## src/rtl/bcd_countdown_timer.sv

```systemverilog
// Cascaded BCD countdown timer with IDLE/RUN/ERR control FSM and one-cycle done pulse.
// Optional: define BCD_TIMER_AUTO_RELOAD_EN to reload PRESET and keep running after reaching zero.
module bcd_countdown_timer #(
    parameter int unsigned               DIGITS = 2,
    parameter logic [4*DIGITS-1:0]       PRESET = (4*DIGITS)'(8'h59)
) (
    input  logic                  clock,
    input  logic                  reset_n,
    input  logic                  start,
    input  logic                  stop,
    input  logic                  en,
    input  logic                  load,
    input  logic [4*DIGITS-1:0]   load_val,
    input  logic                  error,
    output logic [4*DIGITS-1:0]   bcd,
    output logic                  zero,
    output logic                  done,
    output logic                  running
);

    localparam int unsigned W = 4 * DIGITS;

    typedef enum logic [1:0] {
        S_IDLE = 2'd0,
        S_RUN  = 2'd1,
        S_ERR  = 2'd2
    } state_t;

    // Saturate any non-BCD digit to 9 so the counter never holds an illegal code.
    function automatic logic [W-1:0] clamp_bcd(input logic [W-1:0] v);
        logic [W-1:0] r;
        r = v;
        for (int unsigned i = 0; i < DIGITS; i++) begin
            if (v[4*i +: 4] > 4'd9) r[4*i +: 4] = 4'd9;
        end
        return r;
    endfunction

    // Ripple-borrow BCD decrement; a digit at 0 wraps to 9 and borrows upward.
    function automatic logic [W-1:0] dec_bcd(input logic [W-1:0] v);
        logic [W-1:0] r;
        logic         borrow;
        r      = v;
        borrow = 1'b1;
        for (int unsigned i = 0; i < DIGITS; i++) begin
            if (borrow) begin
                if (v[4*i +: 4] == 4'd0) begin
                    r[4*i +: 4] = 4'd9;
                end else begin
                    r[4*i +: 4] = v[4*i +: 4] - 4'd1;
                    borrow      = 1'b0;
                end
            end
        end
        return r;
    endfunction

    localparam logic [W-1:0] PRESET_C = clamp_bcd(PRESET);

    state_t         state_q, state_d;
    logic [W-1:0]   bcd_q, bcd_d;
    logic           done_q, done_d;
    logic           running_q, running_d;
    logic [W-1:0]   bcd_dec;
    logic           bcd_is_zero;

    assign bcd_dec     = dec_bcd(bcd_q);
    assign bcd_is_zero = (bcd_q == '0);

    // Priority: error, ERR recovery, load, stop, start, decrement.
    always_comb begin
        state_d = state_q;
        bcd_d   = bcd_q;
        done_d  = 1'b0;
        if (error) begin
            state_d = S_ERR;
            bcd_d   = '0;
        end else if (state_q == S_ERR) begin
            state_d = S_IDLE;
        end else if (load) begin
            bcd_d = clamp_bcd(load_val);
        end else if (stop) begin
            if (state_q == S_RUN) state_d = S_IDLE;
        end else if (state_q == S_IDLE) begin
            if (start) begin
                state_d = S_RUN;
                if (bcd_is_zero) bcd_d = PRESET_C;
            end
        end else if (en) begin
`ifdef BCD_TIMER_AUTO_RELOAD_EN
            if (bcd_is_zero) begin
                bcd_d = PRESET_C;
            end else begin
                bcd_d  = bcd_dec;
                done_d = (bcd_dec == '0);
            end
`else
            if (!bcd_is_zero) begin
                bcd_d = bcd_dec;
                if (bcd_dec == '0) begin
                    done_d  = 1'b1;
                    state_d = S_IDLE;
                end
            end
`endif
        end
        running_d = (state_d == S_RUN);
    end

    always_ff @(posedge clock) begin
        if (!reset_n) begin
            state_q   <= S_IDLE;
            bcd_q     <= '0;
            done_q    <= 1'b0;
            running_q <= 1'b0;
        end else begin
            state_q   <= state_d;
            bcd_q     <= bcd_d;
            done_q    <= done_d;
            running_q <= running_d;
        end
    end

    assign bcd     = bcd_q;
    assign zero    = bcd_is_zero;
    assign done    = done_q;
    assign running = running_q;

endmodule

```

## config.mk

```make
export PLATFORM = sky130hd
export DESIGN_NAME = bcd_countdown_timer
export DESIGN_NICKNAME = d
export VERILOG_FILES = /design/src/rtl/bcd_countdown_timer.sv
export SDC_FILE = /design/constraint.sdc
export NUM_CORES = 1
export LEC_CHECK = 0
export BUFFER_PORTS_ARGS = -buffer_cell sky130_fd_sc_hd__buf_2
export CAP_MARGIN = 25
export CORE_UTILIZATION = 47
export CTS_CLUSTER_DIAMETER = 80
export CTS_CLUSTER_SIZE = 30
export DETAILED_ROUTE_END_ITERATION = 6
export GPL_TIMING_DRIVEN = 0
export PLACE_DENSITY = 0.76
export SLEW_MARGIN = 20
export SYNTH_ARGS = -nofsm -noshare
export SYNTH_HDL_FRONTEND = slang
export SYNTH_SLANG_ARGS = --single-unit
```

## constraint.sdc

```tcl
create_clock -name clock -period 2.6 [get_ports clock]
set_input_delay 0.13 -clock clock [delete_from_list [all_inputs] [get_ports clock]]
set_output_delay 0.13 -clock clock [all_outputs]
set_load 0.01 [all_outputs]
```

==> results.yml <==
grt:
  overflow: 0
  grt_max_degree: 11
  grt_pass1_wl_mm: 2.82
  first_global_vias: 645
  antenna_found_initial: 0
  track_usage_pct: 21.4
setup_path:
  required_ps: 2800
  crit_type: "register to register"
  critPathLaunch: "bcd[0]$_SDFFE_PP0P_"
  cp-end-kind: "register"
  reg2reg_from: "bcd[0]$_SDFFE_PP0P_"
  cp_max_fo: 10
  startpoint_type: "register"
  crit_arrival_ps: 2360
floorplanning:
  core_region_area_mm2: 0.00138
  placementRows: 13
  dieArea_mm2: 0.00173
  io_pins: 26
  start_util_pct: 53.3
  die_x_um: 41.6
  fp.dieH_um: 41.6
cts:
  cts_tree: "done"
  clkLatencyLatePin_ps: 270
  clock-sinks: 12
  numCtsBuffers: 3
  htree_levels: 1
  postCtsSetupBuffers: 0
  postCtsHoldBufs: 0
  clock_path_buffers: 2
  clk_pin_slew_ps: 60
  cts_resized: 0
  cts_root_buf: "clkbuf_4"
timing:
  finClkSkew_ps: 0.526
  period_share_pct: 83.2
  worstMarginPinSlew_ps: 472
  period_minus_slack_ps: 2160
  finalSetupViolCount: 0
  relSlewSlack_pct: 68.3
  fmax_mhz: 462
  grt_setup_unrepaired: "false"
  finalWorstSetupSlack_ps: 437
  slew_violations: 0
  setup_tns_ps: 0
  finalHoldViolCount: 0
yosys:
  synth_edf_count: 0
  async_flop_share_pct: 0
  synth_top_area_cell: "dfxtp_1"
  ys_seq_elements: 12
  synth_area_um2: 737
  ys_seq_area_share_pct: 32.6
  synthCells: 90
  yosysTopAreaCellShare_pct: 32.6
  synthFlopType: "dfxtp_1"
  synth_common_cells: "12 x dfxtp_1, 11 x nor2_1, 11 x o21ai_0"
  yosysMostFrequentCell: "dfxtp_1"
  synth_warnings: 0
  yosysUniqueCellTypes: 36
  synthesis.nets: 105
  synthTopCellsByArea: "dfxtp_1 33%, o21ai_0 7.5%, nor2_1 5.6%"
  avgSynthCellArea_um2: 8.19
power_and_ir_drop:
  p_per_area_mw_per_mm2: 586
  max-vdd-ir-drop_mv: 0.316
  leakage_nw: 0.381
detailed_routing:
  vias: 804
  wire_per_inst_um: 13.8
  drt_iter0_drc: 42
  drc: 0
  wl_mm: 1.83
  ant_nets: 0
  drt-vias-per-instance: 6.05
  firstDrtPassIters: 4
flow_run:
  cap_violations: 0
cells_and_area:
  n_antenna_cell: 0
  final_nets: 135
  drive_gt1_share_pct: 28.8
  final.fill_count: 118
  area_delta_synth_final_pct: 22.6
placed_design:
  port_buffers: 25
  hpwl_mm: 1.38
  gp_congestion: 0.875
  place_ws_ps: 450
outcome:
  status: "complete, no violations"
min_path:
  min_from: "reset_n"
  hold_class: "input pin to register"
## registers in the layout, indices dropped and copies added, names as in the netlist
| name | flops |
|---|---|
| bcd | 8 |
| done | 1 |
| running | 1 |
| state_q | 2 |
## worst max-delay path, cell delays in order, from the launching register on
cell,delay [ps]
dfxtp_1,400
nor4_4,490
and3_4,300
mux2i_2,420
buf_6,210
o21ai_0,80
a31oi_1,180
## layout by cell type, fill, tap and decap left out, types with 3 or more instances in the layout
cell      instances
buf_2            25
nor2b_1           3
nand2_1           5
a21oi_1           4
o21ai_0          11
clkbuf_4          3
dfxtp_1          12
a31oi_1           5
inv_1             3
a211oi_1          3
nor2_1           11
## layer usage
| metal | up-vias | track usage, % | part of all wire (%) |
|---|---|---|---|
| li1 | 395 | - | - |
| met1 | 372 | 26.2 | 45 |
| met2 | 34 | 36.3 | 47 |
| met3 | 3 | 6.52 | 6.2 |
| met4 | 0 | 5.81 | 0.93 |
| met5 | - | 0 | 0 |
## where the power goes
part | switching (mW) | internal (mW)
sequential | 0.0214 | 0.198
combinational | 0.110 | 0.0884
clock | 0.0575 | 0.0538
total | 0.189 | 0.340
## cell families after synthesis
group | after synthesis | synth area share, %
buffers and inverters | 6 | 4.07
multiplexers | 2 | 3.23
AND/OR/NAND/NOR | 35 | 29.2
AO/OA/AOI/OAI | 33 | 28.5
XOR/XNOR | 2 | 2.38
flip-flops | 12 | 32.6
## worst paths after layout
check	endpoint	slack [ps]	cells after the start
max reg2reg	bcd[5]$_SDFFE_PP0P_	440	6
max	bcd[5]$_SDFFE_PP0P_	440	6
min reg2reg	bcd[7]$_SDFFE_PP0P_	560	1
min	state_q[1]$_SDFF_PN0_	120	2
## stage by stage
stage                     area (µm²)  hold slack, ps  power [mW]  instances  utilization [%]
after floorplan                  737             258       0.359         90                -
after global placement           881             367       0.415        130             63.7
after detailed placement         881             398       0.419        130             63.7
after CTS                        903             117       0.534        133             65.3
after global routing             903             140       0.560        133             65.3
final                            903             121       0.529        133             65.3
## cell type report
cell class	instances	area [µm²]	share of cell area (%)
repair buffers	25	125	13.9
inverters	3	11.3	1.25
multi-input cells	72	467	51.7
well taps	15	18.8	2.08
flip-flops and latches	12	240	26.6
clock buffers	3	22.5	2.49
plain buffers	3	18.8	2.08
Power figures use the tool's default switching activity.
